--- config.mk ---
export PLATFORM = sky130hd
export DESIGN_NAME = mdl_satatx_arb
export DESIGN_NICKNAME = d
export VERILOG_FILES = /design/src/rtl/mdl_satatx_arb.sv
export SDC_FILE = /design/constraint.sdc
export NUM_CORES = 1
export LEC_CHECK = 0
export CORE_MARGIN = 5
export CORE_UTILIZATION = 30
export DETAILED_ROUTE_END_ITERATION = 8
export HOLD_SLACK_MARGIN = 0.1
export PLACE_DENSITY = 0.66
export SYNTH_ARGS = -nofsm -noshare
export SYNTH_HDL_FRONTEND = slang
export SYNTH_SLANG_ARGS = --single-unit
--- constraint.sdc ---
create_clock -name i_clk -period 2.6 [get_ports i_clk]
set_input_delay 0.26 -clock i_clk [delete_from_list [all_inputs] [get_ports i_clk]]
set_output_delay 0.26 -clock i_clk [all_outputs]
set_load 0.01 [all_outputs]
--- src/rtl/mdl_satatx_arb.sv ---
// Device-to-host frame arbiter for the SATA bench model: frame-atomic round-robin grants,
// forced idle gap, MAXLEN truncation with m_abort. Optional macro MDL_TXARB_PRIO_EN: req 0 strict priority.
module mdl_satatx_arb #(
  parameter int NREQ   = 3,
  parameter int DW     = 32,
  parameter int MAXLEN = 2049,
  parameter int GAP    = 2
) (
  input  logic                 i_clk,
  input  logic                 i_reset_n,
  input  logic [NREQ-1:0]      s_valid,
  output logic [NREQ-1:0]      s_ready,
  input  logic [NREQ*DW-1:0]   s_data,
  input  logic [NREQ-1:0]      s_last,
  output logic                 m_valid,
  input  logic                 m_ready,
  output logic [DW-1:0]        m_data,
  output logic                 m_last,
  output logic                 m_abort,
  output logic [NREQ-1:0]      o_grant,
  output logic                 o_busy
);
  localparam int IW = (NREQ > 1) ? $clog2(NREQ) : 1;
  localparam int CW = $clog2(MAXLEN + 1);
  localparam int GW = (GAP > 1) ? $clog2(GAP) : 1;

  typedef enum logic [1:0] {ST_IDLE, ST_XFER, ST_DRAIN, ST_GAP} state_t;

  state_t          state_q, state_d;
  logic [NREQ-1:0] grant_q, grant_d;
  logic [IW-1:0]   gidx_q, gidx_d;
  logic [IW-1:0]   rr_q, rr_d;
  logic [CW-1:0]   cnt_q, cnt_d;
  logic [GW-1:0]   gap_q, gap_d;

  logic [IW-1:0]   cand, win_idx;
  logic            win_found;
  logic            g_valid, g_last, at_max, frame_end;
  logic [DW-1:0]   g_data;

  // Round-robin search starting one past the last owner.
  always_comb begin
    cand      = '0;
    win_idx   = '0;
    win_found = 1'b0;
    for (int i = 1; i <= NREQ; i++) begin
      cand = IW'((int'(rr_q) + i) % NREQ);
      if (!win_found && s_valid[cand]) begin
        win_found = 1'b1;
        win_idx   = cand;
      end
    end
`ifdef MDL_TXARB_PRIO_EN
    if (s_valid[0]) begin
      win_found = 1'b1;
      win_idx   = '0;
    end
`else
`endif
  end

  assign g_valid = s_valid[gidx_q];
  assign g_last  = s_last[gidx_q];
  assign g_data  = s_data[gidx_q*DW +: DW];
  assign at_max  = (cnt_q == CW'(MAXLEN - 1));

  always_comb begin
    state_d   = state_q;
    grant_d   = grant_q;
    gidx_d    = gidx_q;
    rr_d      = rr_q;
    cnt_d     = cnt_q;
    gap_d     = gap_q;
    frame_end = 1'b0;
    s_ready   = '0;
    m_valid   = 1'b0;
    m_data    = '0;
    m_last    = 1'b0;
    m_abort   = 1'b0;
    case (state_q)
      ST_IDLE: begin
        if (win_found) begin
          state_d          = ST_XFER;
          gidx_d           = win_idx;
          grant_d          = '0;
          grant_d[win_idx] = 1'b1;
        end
      end
      ST_XFER: begin
        m_valid         = g_valid;
        m_data          = g_data;
        // s_last on the MAXLEN-th word is a clean end, not a truncation.
        m_last          = g_last | (g_valid & at_max);
        m_abort         = g_valid & at_max & ~g_last;
        s_ready[gidx_q] = m_ready;
        if (g_valid && m_ready) begin
          if (g_last)               frame_end = 1'b1;
          else if (at_max)          state_d   = ST_DRAIN;
          else if (cnt_q != '1)     cnt_d     = cnt_q + 1'b1;
        end
      end
      ST_DRAIN: begin
        s_ready[gidx_q] = 1'b1;
        if (g_valid && g_last) frame_end = 1'b1;
      end
      ST_GAP: begin
        if (gap_q == GW'(GAP - 1)) begin
          gap_d   = '0;
          state_d = ST_IDLE;
        end else begin
          gap_d = gap_q + 1'b1;
        end
      end
      default: state_d = ST_IDLE;
    endcase
    if (frame_end) begin
      grant_d = '0;
      cnt_d   = '0;
      gap_d   = '0;
      rr_d    = gidx_q;
      state_d = (GAP > 0) ? ST_GAP : ST_IDLE;
    end
  end

  always_ff @(posedge i_clk or negedge i_reset_n) begin
    if (!i_reset_n) begin
      state_q <= ST_IDLE;
      grant_q <= '0;
      gidx_q  <= '0;
      rr_q    <= IW'(NREQ - 1);
      cnt_q   <= '0;
      gap_q   <= '0;
    end else begin
      state_q <= state_d;
      grant_q <= grant_d;
      gidx_q  <= gidx_d;
      rr_q    <= rr_d;
      cnt_q   <= cnt_d;
      gap_q   <= gap_d;
    end
  end

  assign o_grant = grant_q;
  assign o_busy  = (state_q != ST_IDLE);

endmodule
Yosys cells after proc, flatten, opt, wreduce, memory -nomap -nowiden
Index checks and enable logic that the tools add are counted.

Register bits: 22.

Add/subtract/negate cells: 5. Div/mod/pow operators: 3. $lt $le $gt $ge: 7. Equality and inequality tests: 12. Shifts and indexed selects: 1. Muxes and demuxes: 48. Bitwise operators: 5. Reductions and logical operators: 21.

Operators with widths (count): $mod 32x3->32 const B (3); $shiftx 96x8->32 (1); $mux 12 (6); $mux 32 (1); $mux 1 (19); $mux 2 (9); $lt 2x3->1 const B (5); $ne 3x3->1 const B (5); $reduce_bool 2->1 (7); $add 12x1->12 const B (1); $eq 12x12->1 const B (1); $ne 12x12->1 const B (1); $bmux 1 s2 (5); $mux 3 (3); $add 2x2->3 const B (2); $logic_and 1x1->1 (6); $pmux 2 s3 (1); $pmux 3 s2 (1); $reduce_and 6->1 (1); $reduce_and 5->1 (1); $demux 1 s2 (2); $eq 2x2->1 const B (2); $ge 2x1->1 const B (2); $ne 2x1->1 const B (2); 12 further kinds (15).

Logic depth before layout (Yosys ltp)
Word-level depth: 18. Mapped depth: 8.

Worst setup path before layout
OpenSTA, ideal clock, no wires.

Kind: flip-flop to flip-flop. From: register rr_q[0]. To: register grant_q[2] (netlist: o_grant[2]). Setup time: 140 ps. Arrival: 1905 ps. Required time: 2460 ps. Setup slack: 554 ps. Cell stages (with the launch flop): 9. Buffers on the path: 1. Period minus slack after synthesis: 2046 ps. Cell sequence: dfrtp_1 > inv_1 > ha_1 > clkbuf_1 > mux2i_1 > nor2_1 > o41ai_1 > nor2b_1 > nor3_1.

Cells in the longest elaborated chain, start to end: 18. Elaborated cells on any way between the ends: 32. Classes of those cells: add/sub: 3; div: 3; order compare: 2; mux: 17; reduce/logical: 7.

Ends and longest elaborated chain: start, declared (RTL line 32) `logic [IW-1:0] rr_q, rr_d;`; start signal, assigned (RTL line 130) `rr_q <= IW'(NREQ - 1);`; start signal, assigned (RTL line 137) `rr_q <= rr_d;`; $add 2x1->3 (RTL line 47) `cand = IW'((int'(rr_q) + i) % NREQ);`; $mod 32x3->32 (RTL line 47); $bmux 1 s2 (RTL line 48) `if (!win_found && s_valid[cand]) begin`; $mux 1 (implied by the code) (RTL line 48); $mux 1 (RTL line 48); $logic_not 1->1 (RTL line 48); $logic_and 1x1->1 (RTL line 48); $mux 1 (RTL line 48); [2 not listed]; $mux 2 (RTL line 48); $lt 2x3->1 (implied by the code) or $ge 2x1->1 (tied branches) (RTL line 86) `grant_d[win_idx] = 1'b1;`; $logic_and 1x1->1 (implied by the code) (RTL line 86); $mux 1 (implied by the code) (RTL line 86); $demux 1 s2 (RTL line 86); $mux 3 (RTL line 82) `if (win_found) begin`; $mux 3 (RTL line 80) `case (state_q)`; $mux 3 (RTL line 116) `if (frame_end) begin`; end signal, assigned (RTL line 135) `grant_q <= grant_d;`; end, declared (RTL line 30) `logic [NREQ-1:0] grant_q, grant_d;`.

Parallel ways exist; a longest one is shown, timed or not. The select of a mux whose other input is x is not followed. A chain may end at the register's enable or synchronous reset.

Worst setup path after layout
From: register gidx_q[1]. To: output port m_last.

Cells in the longest elaborated chain, start to end: 5. Elaborated cells on any way between the ends: 7. Classes of those cells: mux: 5; bitwise: 2.

Ends and longest elaborated chain: start, declared (RTL line 31) `logic [IW-1:0] gidx_q, gidx_d;`; start signal, assigned (RTL line 136) `gidx_q <= gidx_d;`; $bmux 1 s2 (RTL line 62) `assign g_valid = s_valid[gidx_q];`; $mux 1 (implied by the code) (RTL line 62); $and 1x1->1 (RTL line 93) `m_last = g_last | (g_valid & at_max);`; $or 1x1->1 (*) (RTL line 93); $mux 1 (*) (RTL line 80); end, declared (RTL line 18) `output logic m_last,`.

Mark *: on every way between the ends. The rest lies on a longest branch, timed or not. The select of a mux whose other input is x is not followed.

==> impl_metrics.env <==
export IMPL_status="complete, no violations"
export IMPL_drive_above_1_share=0.0600
export IMPL_port_buffers=146
export IMPL_avgRoutedWirePerCell_um=16.4
export IMPL_slew_headroom=0.446
export IMPL_path_depth=5
export IMPL_final_antenna_net_count=0
export IMPL_critical_path_max_fanout=10
export IMPL_ios=147
export IMPL_hold_viol=0
export IMPL_area_growth_pct=70.0
export IMPL_grt_pass1_vias=2816
export IMPL_n_fill_cell=767
export IMPL_dr_pass1_iters=4
export IMPL_synth_area_top_cells="dfrtp_1 (21%), mux2i_1 (15%), o21ai_0 (9.0%)"
export IMPL_cts_tree="done"
export IMPL_synth_largest_area_cell="dfrtp_1"
export IMPL_vias_per_cell=4.99
export IMPL_synthCells=326
export IMPL_preCtsSetupSlack_ns=0.205
export IMPL_htreeDepth=1
export IMPL_yosysMostFrequentCell="nand2_1"
export IMPL_grt_util_met1=0.225
export IMPL_slew_viol_final=0
export IMPL_ys_ff_latch=22
export IMPL_antennaDiodeCount=0
export IMPL_cp_num_buf_inv=1
export IMPL_ys_warn_count=0
export IMPL_grt_pass1_wl_um=14700
export IMPL_yosysSeqAreaShare=0.225
export IMPL_clk_latency_ns=0.27
export IMPL_async_flop_share=1.00
export IMPL_maxCapViolCount=0
export IMPL_synth_area_um2=2460
export IMPL_regToRegStartpoint="state_q[1]$_DFFE_PN0P_"
export IMPL_use_met3=0.0443
export IMPL_cp_arrival_ns=2.22
export IMPL_die_w_um=100
export IMPL_finalCritPeriodShare=0.954
export IMPL_clockRootBuffer="clkbuf_8"
export IMPL_path_clk_slew_ns=0.09
export IMPL_rsz0062_at_grt="true"
export IMPL_worstSetupPathType="flip-flop to primary output"
export IMPL_finClkSkew_ns=0.00636
export IMPL_dp_hpwl_um=7470
export IMPL_initial_core_util=0.303
export IMPL_dr_total_vias=2856
export IMPL_busiest_layer="met2"
export IMPL_cp_top_family="flip-flops"
export IMPL_worst_pin_slew_ns=0.829
export IMPL_setup_ws_ns=0.120
export IMPL_period_minus_slack_ns=2.48
export IMPL_yosys_most_used_dff="dfrtp_1"
export IMPL_end_kind="primary output"
export IMPL_rows=33
export IMPL_r2r_cells=7
export IMPL_die_height_um=100
export IMPL_setup_violations=0
export IMPL_synth_edf_count=0
export IMPL_synth_cell_types=46
export IMPL_holdWs_ns=0.464
export IMPL_fmax_mhz=403
export IMPL_r2r_end="state_q[0]$_DFFE_PN0P_"
export IMPL_use_met2=0.310
export IMPL_synth_top_cell_area_share=0.214
export IMPL_min_path_type="primary input to asynchronous set/reset pin"
export IMPL_die_area_um2=10100
export IMPL_place_congestion=0.855
export IMPL_slowest_stage="dfrtp_4"
export IMPL_drt_wl_total_um=9410
export IMPL_p_leak_nw=1.68
export IMPL_numClockSinks=22
export IMPL_core_area_um2=8090
export IMPL_worstSetupStartpointType="flip-flop"
export IMPL_drt_initial_drc_count=77
export IMPL_slowest_delay_ns=0.56
export IMPL_p_per_area_nw_per_um2=944
export IMPL_synth_area_per_cell_um2=7.53
export IMPL_drc=0
export IMPL_finalNetCount=582
export IMPL_required_ns=2.34
export IMPL_vdd_drop_max_v=0.000435
export IMPL_antenna_found_initial=0
export IMPL_rrSetupSlack_ns=0.36
export IMPL_cts_max_path_buffers=2
export IMPL_overflow=0
export IMPL_syn_num_nets=440
export IMPL_crit_end="m_last"
export IMPL_crit_chain="mux2i_1 -> a2bb2oi_1 -> o21ai_0 -> and2_1 -> clkdlybuf4s50_1"
export IMPL_grt_usage=0.178
export IMPL_grt_max_degree=38
export IMPL_crit_start="gidx_q[1]$_DFFE_PN0P_"
export IMPL_synth_common_cells="nand2_1 (46), o21ai_0 (44), mux2i_1 (38), and2_1 (34), dfrtp_1 (21)"
export IMPL_cts_buffers=3
==> metrics by stage <==
step	area (um^2)	util	total power [mW]	TNS [ns]	std cells
CTS	4150	0.513	3.97	0	572
global placement	4080	0.504	3.59	0	568
detailed placement	4080	0.504	3.63	0	568
finish	4180	0.516	3.94	0	572
floorplan	2460	-	2.30	0	326
global route	4180	0.516	4.27	-0.0432	572
==> sequential cells by signal, summed over array words and instances, names as in the netlist <==
name	flops
rr_q	2
gidx_q	2
cnt_q	12
o_grant	3
gap_q	1
state_q	2
==> area by class of cell <==
type | count | area, um^2 | area share
clock buffers | 3 | 41.3 | 0.00989
clock inverters | 1 | 30.0 | 0.00719
inverters | 12 | 45.0 | 0.0108
multi-input cells | 271 | 1800 | 0.430
flip-flops and latches | 22 | 556 | 0.133
well taps | 105 | 131 | 0.0315
repair buffers | 158 | 1580 | 0.377
==> how the worst min path moves through the flow <==
stage                                  from                    end  slack, ns  cells past startpoint
after detailed placement  gap_q$_DFFE_PN0P_      gap_q$_DFFE_PN0P_       0.54                      2
final                             i_reset_n  gidx_q[0]$_DFFE_PN0P_       0.46                      1
after floorplan                   i_reset_n   cnt_q[0]$_DFFE_PN0P_      -0.04                      0
after global routing              i_reset_n  gidx_q[0]$_DFFE_PN0P_       0.53                      1
after global placement    gap_q$_DFFE_PN0P_      gap_q$_DFFE_PN0P_       0.53                      2
after CTS                         i_reset_n   cnt_q[9]$_DFFE_PN0P_       0.50                      1
==> kinds of logic (layout without fill, tap and decap cells) <==
kind of cell	Yosys count	after routing	share of synthesized area
compound gates	81	81	0.199
fa+ha+maj	9	9	0.0458
buf+inv	33	174	0.0555
flops	22	22	0.225
mux	41	41	0.170
simple gates	140	140	0.306
==> what timing repair did <==
action,4_1_cts,5_1_grt
resized for setup,0,6
buffers inserted,0,0
setup endpoints to repair,0,30
hold buffers,0,0
==> where the power goes <==
part / internal [mW] / switching (mW)
combinational: 1.56 / 1.46
clock: 0.206 / 0.118
sequential: 0.465 / 0.143
total: 2.23 / 1.72
==> routing by layer <==
layer	wire length, um	share of wire
met3	652	0.069
met2	4600	0.49
met5	0	0
met1	3990	0.42
met4	161	0.017
==> layout by cell type, fill, tap and decap left out, types with 2 or more instances in the layout <==
master / n
inv_1: 12
ha_1: 9
nand2b_1: 4
a21oi_1: 13
o211ai_1: 3
or4_1: 5
mux2_2: 2
nor3_1: 8
buf_4: 10
and4_1: 3
nand2_1: 46
clkdlybuf4s50_1: 146
nor4_1: 3
o31ai_1: 5
and3_1: 2
clkbuf_8: 3
mux2i_1: 38
nor2b_1: 5
nand3_1: 9
and2_1: 34
o2bb2ai_1: 2
or3_1: 3
o41ai_1: 2
nand4_1: 3
o21ai_0: 43
dfrtp_1: 20
buf_12: 2
a211oi_1: 2
nor2_1: 9
No activity file was read; power rests on OpenSTA's default activity.
